**config.mk**
```make
export PLATFORM = sky130hd
export DESIGN_NAME = fifo_rd_stream
export DESIGN_NICKNAME = d
export VERILOG_FILES = /design/src/rtl/fifo_rd_stream_pkg.sv /design/src/rtl/fifo_rd_skid2.sv /design/src/rtl/fifo_rd_stream.sv
export SDC_FILE = /design/constraint.sdc
export NUM_CORES = 1
export LEC_CHECK = 0
export CAP_MARGIN = 20
export CORE_ASPECT_RATIO = 2
export CORE_MARGIN = 2
export CORE_UTILIZATION = 45
export DETAILED_ROUTE_END_ITERATION = 7
export HOLD_SLACK_MARGIN = 0.15
export PLACE_DENSITY_LB_ADDON = 0.05
export SLEW_MARGIN = 20
export SYNTH_ARGS = -nofsm -noshare
export SYNTH_HDL_FRONTEND = slang
export SYNTH_SLANG_ARGS = --single-unit
```
**constraint.sdc**
```tcl
create_clock -name rd_clk -period 3.4 [get_ports rd_clk]
set_input_delay 0.34 -clock rd_clk [delete_from_list [all_inputs] [get_ports rd_clk]]
set_output_delay 0.34 -clock rd_clk [all_outputs]
set_load 0.02 [all_outputs]
```
**src/rtl/fifo_rd_stream_pkg.sv**
```systemverilog
// Shared constants for the FIFO read-side drain engine and the write-side
// feeder, which uses the same credit scheme.
//   OUTBUF_DEPTH : entries in the output buffer (credit limit)
//   OCC_W/occ_t  : width/type able to hold 0..OUTBUF_DEPTH
//   credit_ok()  : true when one more pop fits in buffer plus in-flight slot
package fifo_rd_stream_pkg;

    localparam int unsigned OUTBUF_DEPTH = 2;
    localparam int unsigned OCC_W        = $clog2(OUTBUF_DEPTH + 1);

    typedef logic [OCC_W-1:0] occ_t;

    // Words that will occupy the buffer after this edge, counting the pop
    // outstanding from last cycle and the slot freed by this cycle's handshake.
    function automatic logic credit_ok(input occ_t occ, input logic pending,
                                       input logic pop);
        logic [OCC_W:0] w_inflight;
        w_inflight = {1'b0, occ} + {{OCC_W{1'b0}}, pending}
                   - {{OCC_W{1'b0}}, pop};
        return w_inflight < (OCC_W + 1)'(OUTBUF_DEPTH);
    endfunction

endpackage

```
**src/rtl/fifo_rd_skid2.sv**
```systemverilog
// Two-entry output buffer for fifo_rd_stream.
//   i_clk, i_rst_n : clock, async active-low reset
//   i_push         : capture i_push_data this edge
//   i_push_data    : word returned by the FIFO
//   i_pop          : downstream handshake completes this edge
//   o_valid        : buffer non-empty (registered)
//   o_data         : oldest buffered word (registered)
//   o_occ          : number of filled entries, 0..2
module fifo_rd_skid2
    import fifo_rd_stream_pkg::*;
#(
    parameter int unsigned data_width = 8
) (
    input  logic                  i_clk,
    input  logic                  i_rst_n,
    input  logic                  i_push,
    input  logic [data_width-1:0] i_push_data,
    input  logic                  i_pop,
    output logic                  o_valid,
    output logic [data_width-1:0] o_data,
    output occ_t                  o_occ
);

    logic [data_width-1:0] r_buf [OUTBUF_DEPTH];
    logic                  r_wr_idx;
    logic                  r_rd_idx;
    occ_t                  r_occ;

    always_ff @(posedge i_clk or negedge i_rst_n) begin
        if (!i_rst_n) begin
            for (int unsigned i = 0; i < OUTBUF_DEPTH; i++) begin
                r_buf[i] <= '0;
            end
            r_wr_idx <= 1'b0;
            r_rd_idx <= 1'b0;
            r_occ    <= '0;
        end else begin
            if (i_push) begin
                r_buf[r_wr_idx] <= i_push_data;
                r_wr_idx        <= ~r_wr_idx;
            end
            if (i_pop) begin
                r_rd_idx <= ~r_rd_idx;
            end
            r_occ <= r_occ + occ_t'(i_push) - occ_t'(i_pop);
        end
    end

    always_comb begin
        o_valid = (r_occ != '0);
        o_data  = r_buf[r_rd_idx];
        o_occ   = r_occ;
    end

endmodule

```
**src/rtl/fifo_rd_stream.sv**
```systemverilog
// Read-side drain engine for the CDC FIFO: pops whenever the FIFO is
// non-empty and buffer credit exists, absorbs the one-cycle read latency and
// presents words on a valid/ready stream. Counts delivered words.
//   rd_clk, rd_rst_n : read clock, async active-low reset
//   en               : drain enable (gates new pops only)
//   fifo_empty       : FIFO empty flag
//   fifo_rd          : pop request (combinational)
//   fifo_rd_data     : FIFO data, valid the cycle after a pop
//   out_valid/ready  : output stream handshake
//   out_data         : output stream word
//   word_cnt         : completed handshakes, wrapping
//   busy             : pop in flight or buffer non-empty
module fifo_rd_stream
    import fifo_rd_stream_pkg::*;
#(
    parameter int unsigned data_width = 8,
    parameter int unsigned cnt_width  = 16
) (
    input  logic                  rd_clk,
    input  logic                  rd_rst_n,
    input  logic                  en,
    input  logic                  fifo_empty,
    output logic                  fifo_rd,
    input  logic [data_width-1:0] fifo_rd_data,
    output logic                  out_valid,
    input  logic                  out_ready,
    output logic [data_width-1:0] out_data,
    output logic [cnt_width-1:0]  word_cnt,
    output logic                  busy
);

    localparam logic [cnt_width-1:0] CNT_ONE = cnt_width'(1);

    logic                 r_pending;
    logic [cnt_width-1:0] r_word_cnt;
    logic                 w_pop;
    occ_t                 w_occ;

    fifo_rd_skid2 #(
        .data_width(data_width)
    ) u_skid (
        .i_clk      (rd_clk),
        .i_rst_n    (rd_rst_n),
        .i_push     (r_pending),
        .i_push_data(fifo_rd_data),
        .i_pop      (w_pop),
        .o_valid    (out_valid),
        .o_data     (out_data),
        .o_occ      (w_occ)
    );

    // Reset gates fifo_rd so the FIFO is never popped while state is cleared.
    always_comb begin
        w_pop   = out_valid & out_ready;
        fifo_rd = rd_rst_n & en & ~fifo_empty
                & credit_ok(w_occ, r_pending, w_pop);
        busy    = r_pending | out_valid;
    end

    always_ff @(posedge rd_clk or negedge rd_rst_n) begin
        if (!rd_rst_n) begin
            r_pending  <= 1'b0;
            r_word_cnt <= '0;
        end else begin
            r_pending <= fifo_rd;
            if (w_pop) begin
                r_word_cnt <= r_word_cnt + CNT_ONE;
            end
        end
    end

    assign word_cnt = r_word_cnt;

endmodule

```
* Word level (Yosys, flattened, before mapping)
Index checks and enable logic that the tools add are counted.
Cells by class: $add $sub $neg 5, order comparisons 4, muxes and demuxes 6, bitwise logic cells 10, reductions and logical operators 2
Operators with widths (count):
- $mux W8 | 4
- $add A16 B1 Y16 const B | 1
- $bwmux W16 | 1
- $demux W8 S1 | 1
- $and A1 B1 Y1 | 4
- $ge A2 B2 Y1 const B | 2
- $not A1 Y2 | 2
- $add A2 B1 Y3 | 1
- $lt A3 B2 Y1 const B | 1
- $not A1 Y1 | 3
- $sub A3 B1 Y3 | 1
- $add A2 B1 Y2 | 1
- $lt A2 B1 Y1 const B | 1
- $reduce_bool A2 Y1 | 1
- $sub A2 B1 Y2 | 1
- $logic_and A1 B1 Y1 | 1
- $or A1 B1 Y1 | 1
Word-level totals: flip-flop bits (word level) 37, bits of input ports 13, output and inout bits 27, word-level logic and storage cells 34

* Logic depth before layout (Yosys ltp)
Gate-level depths: netlist of run 1.
word-level depth 6, mapped depth 8, gate-level depth less buffers 8

* Cells and area by module
A second synthesis of run 1 with hierarchy kept.
Second synthesis, totals: cell total of the unflattened synthesis 124, area total of the unflattened synthesis 1705.4 µm²
By module, submodules not included:
- fifo_rd_skid2 | times used 1, cells an instance 57, area an instance 905.9 µm², seq. area each 500.5 µm²
- fifo_rd_stream | times used 1, cells an instance 67, area an instance 799.5 µm², seq. area each 425.4 µm²

* Least setup slack after synthesis of run 1
OpenSTA, ideal clock, no wires.
kind flip-flop to output port, start register u_skid.r_occ[0], in the netlist u_skid.o_occ[0], end output fifo_rd, data arrival time 2.495 ns, required time 3.060 ns, path slack 0.565 ns, stages on the path, launching flop included 8, path buffers 0, path through dfrtp_1 o21ai_4 inv_2 ha_1 inv_1 ha_1 fa_1 nor4_1
On the way: word-level cells in the longest chain between the ends 5, elaborated cells on any way between the ends 6, classes of those cells add/sub: 2; order compare: 1; bitwise: 2; reduce/logical: 1
Ends and longest elaborated chain:
- start: declaration | RTL line fifo_rd_skid2.sv:27 | occ_t r_occ;
- start signal: assignment | RTL line fifo_rd_skid2.sv:45 | r_occ <= r_occ + occ_t'(i_push) - occ_t'(i_pop);
- $reduce_bool A2 Y1 | RTL line fifo_rd_skid2.sv:50 | o_valid = (r_occ != '0);
- $and A1 B1 Y1 | RTL line fifo_rd_stream.sv:54 | w_pop = out_valid & out_ready;
- net u_skid.i_pop | RTL line fifo_rd_skid2.sv:18 | input logic i_pop,
- $sub A3 B1 Y3 | RTL line fifo_rd_stream_pkg.sv:19 | - {{OCC_W{1'b0}}, pop};
- $lt A3 B2 Y1 | RTL line fifo_rd_stream_pkg.sv:20 | return w_inflight < (OCC_W + 1)'(OUTBUF_DEPTH);
- $and A1 B1 Y1 | RTL line fifo_rd_stream.sv:56 | & credit_ok(w_occ, r_pending, w_pop);
- end: declaration | RTL line fifo_rd_stream.sv:23 | output logic fifo_rd,
The timed path passes the listed nets, and every way through them passes these cells.

* Final worst setup path of run 1
start register u_skid.r_occ[1], in the netlist u_skid.o_occ[1], end output fifo_rd
Same word-level chain as after synthesis.

==> metrics.md, run 1 <==
| Metric | Value |
|---|---|
| WP data required | between 3 and 4 ns |
| Vias in the first global route | 1178 |
| Die area | 4170 µm² |
| End-of-flow core utilization | between 60% and 70% |
| Fraction of layout cells with a size suffix above 1 | a little under a quarter |
| Core region area | ~3600 µm² |
| CTS tree | yes |
| Leak | roughly 0.97 nW |
| CTS H-tree depth | 2 |
| GR peak layer | met2 |
| Crit end category | output port |
| WL final | 3.26 mm |
| Fmax | between 0.3 and 0.4 GHz |
| Worst r2r dst | r_pending |
| M2 GR Usage | between 30 and 40% |
| Post-synth top area cell | dfrtp_1 |
| Die H | around 90 µm |
| Post-route setup TNS | 0 ns |
| Max-slew headroom | about 46% |
| Reg2Reg Depth | 8 |
| Syn Nets | 139 |
| Hold Path Sink | word_cnt[15] |
| Ranking of synthesized cells by area | dfrtp_1, mux2_2, xnor2_1, nand3_1, ha_1 |
| Final hold violations | 0 |
| Post-Syn Instances | 122 |
| Most instantiated cells after synthesis | dfrtp_1, mux2_2, xnor2_1 |
| IO Count | 40 |
| Worst skew pair latency | ~0.28 ns |
| Final cell count without fillers | 219 |
| Row cnt | 31 |
| Clk sink count | 37 |
| Longest Clk Path Bufs | 2 |
| Initial antenna violation count | 0 |
| Worst R2R Setup Slack | roughly 1.3 ns |
| Crit path kind | reg -> out |
| Synth Flop Type | dfrtp_1 |
| Starting density of the core | 45.9% |
| Clock skew | roughly 0.0063 ns |
| GR Util met1 | about a fifth |
| Port bufs | 39 |
| Startpoint Class | flip-flop |
| Die X | about 47 µm |
| Iteration-0 DRC Markers | 8 |
| Crit path time final | approximately 2.9 ns |
| Placer Congestion | 0.813 |
| Fillers | 314 |
| RSZ-0062 raised after global routing | no |
| Max VDD drop | 0.485 mV |
| Power Total | about 0.0018 W |
| Mapped Avg Cell Area | 13.4 µm² |
| Fin crit share | ~85% |
| Met3 Use GR | 5.66% |
| Ys async rst share | 100% |
| Synthesis warning total | 0 |
| CTS buffer count | 5 |
| Total GRT Usage | 17.6% |
| Worst-path clk slew | approximately 0.080 ns |
| Placed cell count | 210 |
| Crit-path max FO | 5 |
| CTS root buf | clkbuf_8 |
| Nets | 186 |
| Min-Delay Path Class | reg -> reg |
| Netlist area before placement | about 1600 µm² |
| Unique masters post-synth | 24 |
| ANT cells | 0 |
| Pre-antenna DRT Iters | 4 |
| Hold depth | 1 |
| EDFF count, synth | 0 |
| Min-delay src | word_cnt[15] |
| GRT overflow | 0 |
| CP Data Arrival Time | about 2.6 ns |
| Status | finished clean |
| Via-to-Cell Ratio | slightly below 5 |
| ANT nets after route | 0 |
| Total of max-cap violations | 0 |
| Routed len/inst | ~15 µm |
| Pin count of the biggest net entering global routing | 38 |
| Worst r2r src | u_skid.o_occ[1] |
| DR DRC count | 0 |
| Share of the yosys chip area belonging to registers | 56.5% |
| Top-area cell type share of the netlist area | 56.5% |
| Register bit total from synthesis | 37 |
| Slew Viols, Final | 0 |
| Pwr Density | around 830 nW/µm² |
| Final setup vio count | 0 |
| Worst-margin pin slew | 0.805 ns |
| HPWL Detailed | between 2 and 2.5 mm |
| Most frequent cell after synthesis | dfrtp_1 |
| Total number of vias | 1080 |
| Layout overhead on the synthesized area | 33.5% |
| First-pass GRT wire length | slightly above 5 mm |
==> layout make-up <==
cell class                      instances  area [µm²]  share of cell area [%]
Clock inverter                          2        10.0                   0.458
Tap cell                               49        61.3                    2.80
Clock buffer                            6        72.6                    3.32
Inverter                                6        22.5                    1.03
Multi-Input combinational cell         77         681                    31.1
Timing Repair Buffer                   42         413                    18.9
Sequential cell                        37         926                    42.4
==> placed cells by master (no fill, tap or decap), drive strengths merged, types with 3 or more instances in the layout <==
| master | instances |
|---|---|
| inv | 6 |
| mux2 | 24 |
| clkbuf | 6 |
| ha | 3 |
| clkdlybuf4s50 | 37 |
| dfrtp | 37 |
| nand3 | 8 |
| nor4 | 3 |
| nand2 | 8 |
| xnor2 | 14 |
| xor2 | 4 |
| nand4 | 3 |
| buf | 3 |
==> report_power, final <==
group	leakage (nW)	internal, W	switching (W)
clock	0.0450	0.000142	0.000152
sequential	0.468	0.000595	0.000141
combinational	0.459	0.000434	0.000344
total	0.972	0.00117	0.000638
==> routing by layer <==
layer	part of all wire [%]	wire, µm
met1	38	1220
met2	54	1770
met3	5.1	165
met4	2.9	94
met5	0	0
==> cell families after synthesis <==
| family | count (synthesis) | synth area share [%] |
|---|---|---|
| DFF | 37 | 56.5 |
| and+or+nand+nor | 30 | 10.9 |
| muxes | 24 | 16.5 |
| xor gates and xnor gates | 18 | 9.63 |
| buffers and inverters | 8 | 1.91 |
| adders and majority gates | 4 | 3.51 |
| AOI/OAI and AO/OA | 1 | 0.993 |
==> stage by stage <==
stage / hold WS (ns) / instance area, µm² / worst slack (ns)
2_1_floorplan: 0.0444 / 1640 / 0.565
3_3_place_gp: 0.426 / 2090 / 0.198
3_5_place_dp: 0.441 / 2090 / 0.129
4_1_cts: 0.480 / 2180 / 0.0850
5_1_grt: 0.506 / 2190 / 0.328
6_report: 0.475 / 2190 / 0.496
==> worst max-delay path by stage <==
stage,start,endpoint,slack (ns)
global placement,out_ready,fifo_rd,0.20
global route,u_skid.o_occ[1],fifo_rd,0.33
floorplan,u_skid.o_occ[0],fifo_rd,0.56
CTS,u_skid.o_occ[1],fifo_rd,0.08
finish,u_skid.o_occ[1],fifo_rd,0.50
detailed placement,out_ready,fifo_rd,0.13
==> repair_timing <==
action                                 CTS  global route
setup buffers                            0             0
setup endpoints to repair                0             1
endpoints found under the hold margin   37             0
hold buffers                             1             0
resized for setup                        0             1
==> sequential cells by signal, summed over array words and instances (netlist names) <==
name             flops
u_skid.r_wr_idx      1
u_skid.r_buf        16
u_skid.o_occ         2
r_pending            1
u_skid.r_rd_idx      1
word_cnt            16
==> critical path: stages, from the launching register on <==
cell	delay (ns)
dfrtp_1	0.46
o21ai_4	0.17
inv_2	0.07
ha_1	0.27
inv_1	0.04
ha_1	0.18
fa_1	0.40
xnor2_1	0.15
nor4_1	0.26
dlymetal6s2s_1	0.29
(Power assumes the default switching activity.)
==> inputs of run 2 (changes only) <==
- GPL_ROUTABILITY_DRIVEN: unset -> 0
- MAX_ROUTING_LAYER: unset -> met4
==> run 2 against run 1 <==
Compared with the run above:
- largest cell class unchanged
- power hardly changed
- clock power hardly changed
- sequential share of layout area stayed put
- clock skew hardly changed
- critical endpoint unchanged
- largest power group unchanged
- maximum frequency hardly changed
- non-clock buffer count stayed put
- via count hardly changed
- cell count stayed put
- combinational power hardly changed
- die area stayed put
==> metrics.md, run 2 (same netlist as run 1, synthesis figures left out) <==
| Metric | Value |
|---|---|
| Status | finished clean |
| Worst-margin pin slew | between 0.8 and 0.9 ns |
| Reg2Reg Depth | 8 |
| Crit-path max FO | 5 |
| End-of-flow core utilization | between 60% and 70% |
| CP Data Arrival Time | approximately 2.6 ns |
| Worst r2r dst | r_pending |
| DP Worst Slack | 0.129 ns |
| Leak | around 1 nW |
| Slew Viols, Final | 0 |
| Power Total | 0.00181 W |
| Die X | about 47 µm |
| Row cnt | 31 |
| Iteration-0 DRC Markers | 11 |
| Longest Clk Path Bufs | 2 |
| Total GRT Usage | a little under a fifth |
| CTS tree | yes |
| Fraction of layout cells with a size suffix above 1 | a little under a quarter |
| DR DRC count | 0 |
| Core region area | between 3000 and 4000 µm² |
| Crit path time final | a little under 3 ns |
| WL final | around 3.3 mm |
| Nets | roughly 190 |
| Crit path to | fifo_rd |
| Initial antenna violation count | 0 |
| Worst R2R Setup Slack | 1.29 ns |
| Worst skew pair latency | 0.28 ns |
| ANT cells | 0 |
| Port bufs | 39 |
| Crit. Startpoint | u_skid.o_occ[1] |
| Vias in the first global route | around 1200 |
| Die area | between 4000 and 5000 µm² |
| Die H | 89.3 µm |
| Post-route worst setup slack | roughly 0.5 ns |
| Crit end category | output port |
| Setup bufs post-CTS | 0 |
| Total number of vias | ~1100 |
| GRT overflow | 0 |
| Total of max-cap violations | 0 |
| Layout overhead on the synthesized area | 33.5% |
| WP data required | between 3 and 4 ns |
| Placed inst area | about 2100 µm² |
| Fmax | roughly 0.34 GHz |
| Max VDD drop | a little under 0.5 mV |
| Post-route setup TNS | 0 ns |
| Startpoint Class | flip-flop |
| Final setup vio count | 0 |
| Worst r2r src | u_skid.o_occ[1] |
| Starting density of the core | a little under half |
| Fin crit share | 85.3% |
| Max-slew headroom | 46.2% |
| Pre-antenna DRT Iters | 4 |
| ANT nets after route | 0 |
| CTS H-tree depth | 2 |
| Final hold violations | 0 |
| Crit path kind | reg -> out |
| RSZ-0062 raised after global routing | no |
| IO Count | 40 |
| First-pass GRT wire length | approximately 5.1 mm |
| Fillers | approximately 310 |
| Pin count of the biggest net entering global routing | 38 |
| Clock skew | 0.00610 ns |
| Worst-path clk slew | approximately 0.080 ns |
| Pwr Density | 828 nW/µm² |
| Most frequent cells in the layout | clkdlybuf4s50_1, dfrtp_1, mux2_2 |
| Final Cell Area | between 2000 and 2500 µm² |
| CTS buffer count | 5 |
| Via-to-Cell Ratio | about 5 |
| Clk sink count | 37 |
| Min-Delay Path Class | reg -> reg |
| Routed len/inst | about 15 µm |
| HPWL Detailed | ~2.4 mm |
| CTS root buf | clkbuf_8 |
## run 2: cell counts in the layout (fill, tap and decap cells not counted)
Identical to the previous run, type by type.
## run 2: area by class of cell
cell class | instances | area (µm²) | share of cell area, %
Clock inverter | 2 | 10.0 | 0.458
Inverter | 6 | 22.5 | 1.03
Tap cell | 49 | 61.3 | 2.80
Clock buffer | 6 | 72.6 | 3.32
Multi-Input combinational cell | 77 | 681 | 31.1
Timing Repair Buffer | 42 | 413 | 18.9
Sequential cell | 37 | 926 | 42.4
## run 2: worst min path at each step
stage / startpoint / to / slack, ns / depth (start not counted)
after floorplan: rd_rst_n / r_pending / 0.04 / 0
after global routing: u_skid.r_wr_idx / u_skid.r_wr_idx / 0.51 / 1
after CTS: word_cnt[15] / word_cnt[15] / 0.48 / 1
after detailed placement: rd_rst_n / u_skid.r_buf[13] / 0.44 / 2
after global placement: rd_rst_n / u_skid.r_buf[7] / 0.43 / 2
final: word_cnt[15] / word_cnt[15] / 0.48 / 1
## run 2: power by group
group          switching (W)  internal [W]
Clock               0.000153      0.000142
Combinational       0.000345      0.000434
Sequential          0.000140      0.000595
## run 2: per-layer routing
metal	vias up	share of wire (%)	routed length (µm)	track usage [%]
met2	33	54	1770	30.1
met1	529	38	1240	19.0
met5	-	0	0	-
met4	0	2.9	94	8.59
li1	508	-	-	-
met3	11	4.6	149	5.05
## run 2: what timing repair did
| item | 4_1_cts | 5_1_grt |
|---|---|---|
| hold endpoints to repair | 37 | 0 |
| hold buffers | 1 | 0 |
| gates resized for setup | 0 | 1 |
| endpoints found under the setup margin | 0 | 1 |
## run 2: metrics by stage
stage | std cells | hold slack, ns
after floorplan | 122 | 0.0444
after global placement | 210 | 0.426
after detailed placement | 210 | 0.441
after CTS | 219 | 0.480
after global routing | 219 | 0.506
final | 219 | 0.475
## run 2: worst max-delay path, stage by stage (launching register included)
cell and delay (ns):
dfrtp_1 0.45, o21ai_4 0.17, inv_2 0.07, ha_1 0.27, inv_1 0.04, ha_1 0.18, fa_1 0.40, xnor2_1 0.16
nor4_1 0.26, dlymetal6s2s_1 0.29
